$ cat config.mk
export PLATFORM = sky130hd
export DESIGN_NAME = div_radix2_engine
export DESIGN_NICKNAME = d
export VERILOG_FILES = /design/src/rtl/div_radix2_engine.sv
export SDC_FILE = /design/constraint.sdc
export NUM_CORES = 1
export LEC_CHECK = 0
export ABC_AREA = 1
export CAP_MARGIN = 20
export CELL_PAD_IN_SITES_DETAIL_PLACEMENT = 1
export CELL_PAD_IN_SITES_GLOBAL_PLACEMENT = 2
export CORE_ASPECT_RATIO = 2
export CORE_MARGIN = 2
export CORE_UTILIZATION = 29
export CTS_CLUSTER_SIZE = 14
export DETAILED_ROUTE_END_ITERATION = 6
export PLACE_DENSITY = 0.78
export SYNTH_ARGS = -nofsm -noshare
export SYNTH_HDL_FRONTEND = slang
export SYNTH_SLANG_ARGS = --single-unit
$ cat constraint.sdc
create_clock -name clk -period 2.3 [get_ports clk]
set_input_delay 0.46 -clock clk [delete_from_list [all_inputs] [get_ports clk]]
set_output_delay 0.46 -clock clk [all_outputs]
set_load 0.01 [all_outputs]
$ cat src/rtl/div_radix2_engine.sv
`default_nettype none
// ============================================================================
// Module  : div_radix2_engine
// Brief   : Iterative radix-2 restoring unsigned divider, one quotient bit per
//           cycle. Optional macro DIV_EARLY_TERMINATE_EN enables CLZ-based
//           divisor normalisation and a one-cycle divide-by-zero path.
// Revision: 1.0
// ============================================================================
module div_radix2_engine #(
  parameter int DIV_WIDTH = 32
) (
  input  logic                         clk,
  input  logic                         rst,
  input  logic                         start,
  input  logic [DIV_WIDTH-1:0]         dividend,
  input  logic [DIV_WIDTH-1:0]         divisor,
  input  logic [$clog2(DIV_WIDTH)-1:0] dividend_CLZ,
  input  logic [$clog2(DIV_WIDTH)-1:0] divisor_CLZ,
  input  logic                         divisor_is_zero,
  output logic                         done,
  output logic [DIV_WIDTH-1:0]         quotient,
  output logic [DIV_WIDTH-1:0]         remainder
);

  localparam int CLZ_W = $clog2(DIV_WIDTH);
  localparam int CNT_W = CLZ_W + 1;

  localparam logic [1:0] ST_IDLE = 2'd0;
  localparam logic [1:0] ST_RUN  = 2'd1;
  localparam logic [1:0] ST_DONE = 2'd2;

  logic [1:0]           state_q,     state_d;
  logic [CNT_W-1:0]     cnt_q,       cnt_d;
  logic [DIV_WIDTH:0]   rem_q,       rem_d;
  logic [DIV_WIDTH:0]   dvs_q,       dvs_d;
  logic [DIV_WIDTH-1:0] q_q,         q_d;
  logic                 done_q,      done_d;
  logic [DIV_WIDTH-1:0] quotient_q,  quotient_d;
  logic [DIV_WIDTH-1:0] remainder_q, remainder_d;

  logic                 short_case;
  logic [DIV_WIDTH-1:0] fast_quot;
  logic [DIV_WIDTH:0]   load_rem;
  logic [DIV_WIDTH-1:0] load_q;
  logic [DIV_WIDTH:0]   load_dvs;
  logic [CNT_W-1:0]     load_cnt;
  logic                 step_ge;
  logic [DIV_WIDTH:0]   next_rem;
  logic [DIV_WIDTH-1:0] next_q;
  logic [DIV_WIDTH:0]   next_dvs;

`ifdef DIV_EARLY_TERMINATE_EN
  logic [CNT_W-1:0] shift_k;

  // Divisor is pre-aligned under the dividend's MSB, so only K+1 bits remain.
  always_comb begin
    shift_k    = {1'b0, divisor_CLZ} - {1'b0, dividend_CLZ};
    short_case = divisor_is_zero | (dividend_CLZ > divisor_CLZ);
    fast_quot  = {DIV_WIDTH{divisor_is_zero}};
    load_rem   = {1'b0, dividend};
    load_q     = '0;
    load_dvs   = {1'b0, divisor} << shift_k;
    load_cnt   = shift_k + CNT_W'(1);
    step_ge    = (rem_q >= dvs_q);
    next_rem   = step_ge ? (rem_q - dvs_q) : rem_q;
    next_q     = {q_q[DIV_WIDTH-2:0], step_ge};
    next_dvs   = dvs_q >> 1;
  end
`else
  logic [DIV_WIDTH:0] shifted_rem;
  logic               unused_inputs;

  // Classic full-width loop: dividend bits shift out of q_q into the partial remainder.
  always_comb begin
    short_case    = 1'b0;
    fast_quot     = '0;
    load_rem      = '0;
    load_q        = dividend;
    load_dvs      = {1'b0, divisor};
    load_cnt      = CNT_W'(DIV_WIDTH);
    shifted_rem   = {rem_q[DIV_WIDTH-1:0], q_q[DIV_WIDTH-1]};
    step_ge       = (shifted_rem >= dvs_q);
    next_rem      = step_ge ? (shifted_rem - dvs_q) : shifted_rem;
    next_q        = {q_q[DIV_WIDTH-2:0], step_ge};
    next_dvs      = dvs_q;
    unused_inputs = ^{dividend_CLZ, divisor_CLZ, divisor_is_zero, rem_q[DIV_WIDTH]};
  end
`endif

  always_comb begin
    state_d     = state_q;
    cnt_d       = cnt_q;
    rem_d       = rem_q;
    dvs_d       = dvs_q;
    q_d         = q_q;
    done_d      = 1'b0;
    quotient_d  = quotient_q;
    remainder_d = remainder_q;

    case (state_q)
      ST_RUN: begin
        rem_d = next_rem;
        q_d   = next_q;
        dvs_d = next_dvs;
        cnt_d = cnt_q - CNT_W'(1);
        if (cnt_q == CNT_W'(1)) begin
          state_d     = ST_DONE;
          done_d      = 1'b1;
          quotient_d  = next_q;
          remainder_d = next_rem[DIV_WIDTH-1:0];
        end
      end
      ST_DONE: state_d = ST_IDLE;
      default: state_d = ST_IDLE;
    endcase

    if (start && (state_q != ST_RUN)) begin
      if (short_case) begin
        state_d     = ST_DONE;
        done_d      = 1'b1;
        quotient_d  = fast_quot;
        remainder_d = dividend;
      end else begin
        state_d = ST_RUN;
        rem_d   = load_rem;
        q_d     = load_q;
        dvs_d   = load_dvs;
        cnt_d   = load_cnt;
      end
    end
  end

  always_ff @(posedge clk) begin
    if (rst) begin
      state_q     <= ST_IDLE;
      cnt_q       <= '0;
      rem_q       <= '0;
      dvs_q       <= '0;
      q_q         <= '0;
      done_q      <= 1'b0;
      quotient_q  <= '0;
      remainder_q <= '0;
    end else begin
      state_q     <= state_d;
      cnt_q       <= cnt_d;
      rem_q       <= rem_d;
      dvs_q       <= dvs_d;
      q_q         <= q_d;
      done_q      <= done_d;
      quotient_q  <= quotient_d;
      remainder_q <= remainder_d;
    end
  end

  // The requester never issues start while a division is in flight.
  a_no_start_in_run : assert property (@(posedge clk) disable iff (rst)
    !(start && (state_q == ST_RUN)));

  assign done      = done_q;
  assign quotient  = quotient_q;
  assign remainder = remainder_q;

endmodule
`default_nettype wire

==> results.md <==
- The run finished with clean final reports.
- Yosys attributes the largest share of cell area to dfxtp_1, nand2_1, inv_1.
- Among all stages on the critical path, the largest delay is contributed by ha_1.
- Multiplexer cells account for 0% of the synthesized area.
- At the pin with the least slew margin, the transition time is 0.559 ns.
- The net switching fraction of the power is 35.2%.
- Overall power consumption after layout is estimated at 9810 uW.
- The number of endpoints with negative hold slack in the final report was 0.
- STA classifies the critical path startpoint as a flip-flop.
- The standard cell core area is 0.0317 mm2.
- The port buffer count is 131.
- The clock network power share is 32.3%.
- The die covers 0.0337 mm2.
- Setup violations remaining at the end of the flow were counted as 0.
- The share of the yosys chip area belonging to registers is 36.3%.
- The endpoint identified for the worst register-to-register timing path is remainder[19].
- Synthesis produced a netlist with a net count of 1554.
- The synthesized netlist cell count is 1441.
- The placer congestion estimate is 0.878.
- The sum of negative setup slack is 0 ns.
- The most critical setup path has its startpoint at dvs_q[21].
- The latest clock arrival within the worst-skew pair is 0.46 ns.
- The worst register-to-register path has a depth of 16.
- The first detailed-routing pass took 4 iterations.
- After detailed routing, the number of remaining DRC violations is 0.
- The most common cell in the synthesized netlist is nand2_1.
- The cell area after placement is 0.0117 mm2.
- The startpoint identified for the worst register-to-register timing path is dvs_q[21].
- The count of state elements after synthesis is 169.
- For this block, the via count after detailed routing is 9599.
- The post-route clock period utilization is 94.5%.
- By count the netlist is led by nand2_1, inv_1, dfxtp_1.
- Counting both buffers and inverters, the worst setup path holds a total of 4.
- The signal on the critical path passes through inv_1 > ha_1 > nand2_1 > nor2_2 > inv_2 > nor3_4 > nand2_1 > nand2_2 > nor2_8 > buf_12 > nand2_4 > buf_4 > nand3_2 > nand2_1 > nand2_1 > nand2_1.
- The number of antenna violations at the first check in global routing came to 0.
- The finished cells cover 0.0130 mm2.
- The worst slew margin relative to its limit is 62.8%.
- The depth of the worst hold-timing path is 2.
- The count of maximum capacitance violations is 0.
- The total internal power is 6360 uW.
- The type of the worst setup path is reg -> reg.
- STA classifies the critical path endpoint as a flip-flop.
- The worst hold path endpoint is remainder[25].
- The H-tree level count is 4.
- Based on the critical path, the design can be clocked at up to 0.460 GHz.
- Counting flops with a built-in enable in the synthesized netlist gives 0.
- The post-synthesis cell type with the largest combined area is dfxtp_1.
- The average instance in the mapped netlist occupies 6.47 um2.
- For this run, the share of the core covered by cells in the final layout is 41.0%.
- The antenna cell count is 0.
- Registers are responsible for 32.3% of the overall power.
- Global routing used 20.4% of the available tracks across all layers.
- The class of the worst hold path is reg -> reg.
- In this run the vertical extent of the chip is 258 um.
- The number of global-route vias before repair was 10.1k.
- For this run, the number of Yosys warnings is 0.
- The fraction of post-synthesis cell area in the top cell type by area is 36.3%.
- Once layout is complete, the cells apart from fillers number 2068.
- The number of cell rows is 92.
- Setup slack on the worst reg-to-reg path comes out at 0.13 ns.
- 143 I/O pins were placed.
- The effective utilization at floorplan is 29.5%.
- The HPWL after detailed placement is 25.6 mm.
- In the final routed layout, each cell accounts on average for 16.2 um.
- For this run, the slowest stage of the critical path takes 0.32 ns.
- Data on the critical path arrives at its endpoint at 2.58 ns.
- The predominant post-synthesis flop cell is dfxtp_1.
- The largest clock skew in the final design is 0.0114 ns.
- For this run, the post-layout net count is 1746.
- The clock drives 169 sinks.
- For this block, the initial DRC count from the detailed router was 244.
- The number of buffers created by CTS is 17.
- The synthesized netlist devotes 4.77% of its cell area to adder and majority cells.
- The simple-gate share of the synthesized area is 32.5%.
- The CTS tree is done.
- The cell family contributing the most delay on the critical path is simple AND/OR/NAND/NOR gates.
- The number of placed instances, taps included, is 2030.
- The wire length reported by the detailed router is 33.4 mm.
- The launch instance of the worst min-delay path is remainder[25].
- Hold repair after CTS inserted 0 buffers.
- The via count normalized by instance count is 4.64.
- The library cell appearing most often on the critical path is nand2_1.
- The clock period minus worst slack is 2.17 ns.
- The fraction of layout instances using a drive strength above 1 is 15.3%.
- The share of synthesized flip-flops with an asynchronous set or reset is 0%.
- The power density normalized to cell area is 756 mW/mm2.
- The wire length of the first global-routing pass is 52.9 mm.
- The area of the mapped netlist is 0.00933 mm2.
- The largest fanout of any net on the critical path is 5.
- After clock tree synthesis, the clock-pin slew on the worst setup and hold paths is 0.07 ns.
- Entering global routing, the biggest net connects 49 pins.
- Setup repair after global routing could not meet its margin everywhere.
- In this run the power spent charging and discharging nets is 3450 uW.
- CTS placed an instance of clkbuf_16 at the clock tree root.
- The number of different library cells in the post-synthesis netlist is 39.
- At the worst endpoint, the required time is 2.70 ns.
- The final count of pins violating max slew came to 0.
- Summed over all cells, the static leakage comes to 0.00621 uW.
- Per report_power, the combinational group accounts for 35.4% of the total.
- In this run the remaining antenna-violating nets after routing total 0.
- The floorplan die width is 131 um.
- The main combinational cell family by area after synthesis is simple AND/OR/NAND/NOR gates.
- Summed over all layers, the global routing overflow is 0.
- The xor-xnor portion of the synthesized cell area is 1.31%.
- IR analysis of the VDD net gives a maximum drop of 0.565 mV.
- The synthesized netlist devotes 11.9% of its cell area to compound gates.
- The maximum buffer depth of the clock tree is 2.
- The area growth from synthesis to final layout is 39.1%.
placed cells by master (no fill, tap or decap), drive strengths merged, types with 2 or more instances in the layout:
cell type,count
ha,34
buf,97
o221ai,30
clkinvlp,2
inv,269
a31oi,20
dfxtp,169
xor2,13
and2,7
nand3,112
bufinv,4
o21ai,83
nand4,9
nor3,15
a21oi,54
clkinv,3
nand3b,4
nand2,448
clkdlybuf4s50,131
nor2,113
clkbuf,20
worst max-delay path by stage:
stage,endpoint,slack (ns),cells past startpoint
floorplan,rem_q[16],0.37,15
global route,rem_q[15],-0.03,17
finish,remainder[19],0.13,16
detailed placement,rem_q[20],-0.05,11
CTS,rem_q[20],0.002,14
global placement,rem_q[20],-0.02,11
layer usage:
layer / routed length (um) / GRT usage (%) / part of all wire (%)
met4: 919 / 7.27 / 2.7
met2: 19600 / 41.5 / 59
met1: 12000 / 19.4 / 36
met5: 0 / 0 / 0
met3: 911 / 3.56 / 2.7
logic make-up (layout without fill, tap and decap cells):
logic type | Yosys count | count (layout)
flops | 169 | 169
xor+xnor | 14 | 14
buf+inv | 323 | 526
fa+ha+maj | 35 | 35
simple gates | 709 | 710
compound gates | 191 | 191
tightest hold or removal path, cell delays in order, from the launching register on:
cell and delay [ns]:
dfxtp_1 0.31, nand2_1 0.06, nand2_1 0.04
stage by stage:
step / setup slack [ns] / hold slack [ns]
2_1_floorplan: 0.373 / 0.433
3_3_place_gp: -0.0186 / 0.438
3_5_place_dp: -0.0509 / 0.440
4_1_cts: 0.00203 / 0.460
5_1_grt: -0.0257 / 0.481
6_report: 0.126 / 0.454
power groups by stage:
| stage | clock network, uW | logic (uW) | registers (uW) |
|---|---|---|---|
| after floorplan | 0 | 1850 | 3200 |
| after global placement | 0 | 3110 | 3210 |
| after detailed placement | 0 | 3170 | 3220 |
| after CTS | 3280 | 3230 | 3150 |
| after global routing | 3380 | 3860 | 3190 |
| final | 3170 | 3470 | 3170 |
registers in the layout (all words and copies together), names as in the netlist:
name,flops
cnt_q,6
done,1
dvs_q,32
q_q,32
quotient,32
rem_q,32
remainder,32
state_q,2
timing repair:
action                                  in CTS  in global routing
cloned                                       0                  2
setup buffers                                1                  4
pin swaps                                    2                 11
endpoints found under the setup margin      19                 66
gates resized for setup                     10                 89
layout make-up:
type	count	area (um2)
fill	4016	18700
multi-input combinational	950	5210
sequential	169	3400
timing repair buffer	229	2210
inverter	266	998
tap	423	529
clock buffer	19	443
clock inverter	12	189
(Power assumes the default switching activity.)
==> patch (same settings) <==
The parameter `DIV_WIDTH` goes from 32 to 64.
--- a/src/rtl/div_radix2_engine.sv
+++ b/src/rtl/div_radix2_engine.sv
@@ -7,7 +7,7 @@
 // Revision: 1.0
 // ============================================================================
 module div_radix2_engine #(
-  parameter int DIV_WIDTH = 32
+  parameter int DIV_WIDTH = 64
 ) (
   input  logic                         clk,
   input  logic                         rst,
Ports: changed (6 resized); port bits go from 143 to 273. The function was not compared with the original's and may differ.
==> patch against the unedited design <==
The flow now finishes with violations (negative setup slack); worst setup slack lost 300 ps; wire length rose to 2.6 times the old value; die area is 100% higher; core utilization increased by 5.0 points; sequential cell count increased by 161; cell area up 130%; clock skew increased by 4.4 ps; synthesized area rose by 110%; total power up 130%; critical path depth rose by 3; sequential power grew 96%; final cell count grew 130%; largest cell class unchanged.
==> patch: results (changes against the unedited design) <==
routed vias=21.89k (was 9599); Max VDD drop=599.6 uV (was 564.9 uV); most frequent cells after synthesis=989 x nand2_1, 619 x inv_1, 330 x dfxtp_1, 224 x nor2_1, 209 x nand3_1 (was 439 x nand2_1, 258 x inv_1, 169 x dfxtp_1, 107 x nor2_1, 101 x nand3_1); largest net degree at the start of global routing=83 (was 49); Placer Congestion=0.9111 (was 0.8784); gr usage total=25.07% (was 20.35%); RR Startpoint=dvs_q[27] (was dvs_q[21]); Max clock buf depth=3 (was 2); Worst-path clk slew=70 ps (about the same); initial drt markers=552 (was 244); hold wc startpoint=remainder[49] (was remainder[25]); TritonCTS buffer count=31 (was 17); first-pass GRT wire length=133.9 mm (was 52.91 mm); Worst Path Max Fanout=10 (was 5); Critical Path AT=3000 ps (was 2580 ps); fin nets=4012 (was 1746); H-Tree Level Count=1 (was 4); Crit Path Class=flip-flop to flip-flop (unchanged); Root Driver=clkbuf_16 (unchanged); Post-DP HPWL=69.66 mm (was 25.61 mm); Netlist cell types=37 (was 39); Net Count, Synth=3318 (was 1554); final WL=87.76 mm (was 33.42 mm); Most used DFF post-synth=dfxtp_1 (unchanged); DRT Pass-1 Iters=4 (unchanged); share of layout cells above drive strength 1=28.83% (was 15.26%); most numerous cell in the Yosys netlist=nand2_1 (unchanged); antenna violations before repair=1 (was 0); ys async rst share=0% (unchanged); synth top area cells=dfxtp_1 34%, nand2_1 19%, inv_1 12% (was dfxtp_1 36%, nand2_1 18%, inv_1 10%); fin worst setup slack=-178.2 ps (was 126.2 ps); worst hold path class=flip-flop to flip-flop (unchanged); vias in the first global route=24.07k (was 10.14k); IO buf count=259 (was 131); sequential-to-total area share from yosys stat=34.25% (was 36.26%); Setup WS pre-CTS=-557.0 ps (was -50.95 ps); skew final=15.82 ps (was 11.41 ps); YS warnings=0 (unchanged); failing checks=negative setup slack; Lkg Pwr=0.01489 uW (was 0.006207 uW); clk_lat worst skew=620 ps (was 460 ps); final setup fails=128 (was 0); Slew @ Worst Pin=719.4 ps (was 558.6 ps); outcome=complete, but fails checks (was completed); dpl cell area=26230 um2 (was 11740 um2)
patch: kinds of logic after synthesis:
group | count (synthesis) | share of synthesized area, %
buffers and inverters | 752 | 15.48
and+or+nand+nor | 1532 | 32.67
xor gates and xnor gates | 32 | 1.453
AOI/OAI and AO/OA | 394 | 11.75
DFF | 330 | 34.25
adders and majority gates | 67 | 4.385
patch: worst max-delay path: stages (launching register included):
cell     delay (ps)
dfxtp_2         330
inv_2            60
ha_4            280
buf_6           110
nand2_4          60
nor2_4          100
inv_2            50
nor2_4          120
nand2_2          80
nor2_2          120
buf_6           130
nand3_2          80
nand2_2          90
nor2_4           60
buf_6           160
buf_12          170
nand3_2         130
nand3_2         110
nand2_1          90
inv_1            40
patch: path summary, 6_finish.rpt:
path / endpoint / cells past startpoint
worst max-delay path: rem_q[41] / 19
worst min-delay path: remainder[49] / 2
worst max register to register: rem_q[41] / 19
worst min register to register: remainder[49] / 2
patch: routing by layer:
metal  wire length [um]  share of wire, %  GRT usage [%]
met3               2504               2.9          2.558
met4               5110               5.8          12.91
met5                  0                 0              0
met2              50750                58          53.52
met1              29390                33          22.41
patch: repair_timing:
item | 4_1_cts | 5_1_grt
cloned | 5 | 2
resized for setup | 437 | 154
pin swaps | 67 | 50
hold buffers | 0 | 0
buffers inserted | 32 | 5
setup endpoints to repair | 130 | 130
patch: power breakdown:
part,switching (uW),internal (uW),total [uW]
clock,2410,3050,5460
sequential,179,6020,6200
combinational,5950,4510,10500
total,8540,13600,22100
patch: cell type report:
cell class              instances  area [um2]
fillers                      8311       35490
multi-input cells            2025       12010
repair buffers                783        7049
flip-flops and latches        330        6649
inverters                     630        2372
well taps                     877        1097
clock buffers                  48       949.7
clock inverters                10       107.6
diodes                          1       2.502
patch: stage by stage:
step	hold slack (ps)	total power (uW)	setup TNS, ps	instances
after floorplan	433.1	10440	0	3107
after global placement	436.9	14540	-41570	4603
after detailed placement	448.6	14720	-50030	4603
after CTS	432.1	21860	-12750	4698
after global routing	467.0	23390	-30960	4703
final	454.8	22120	-15730	4704
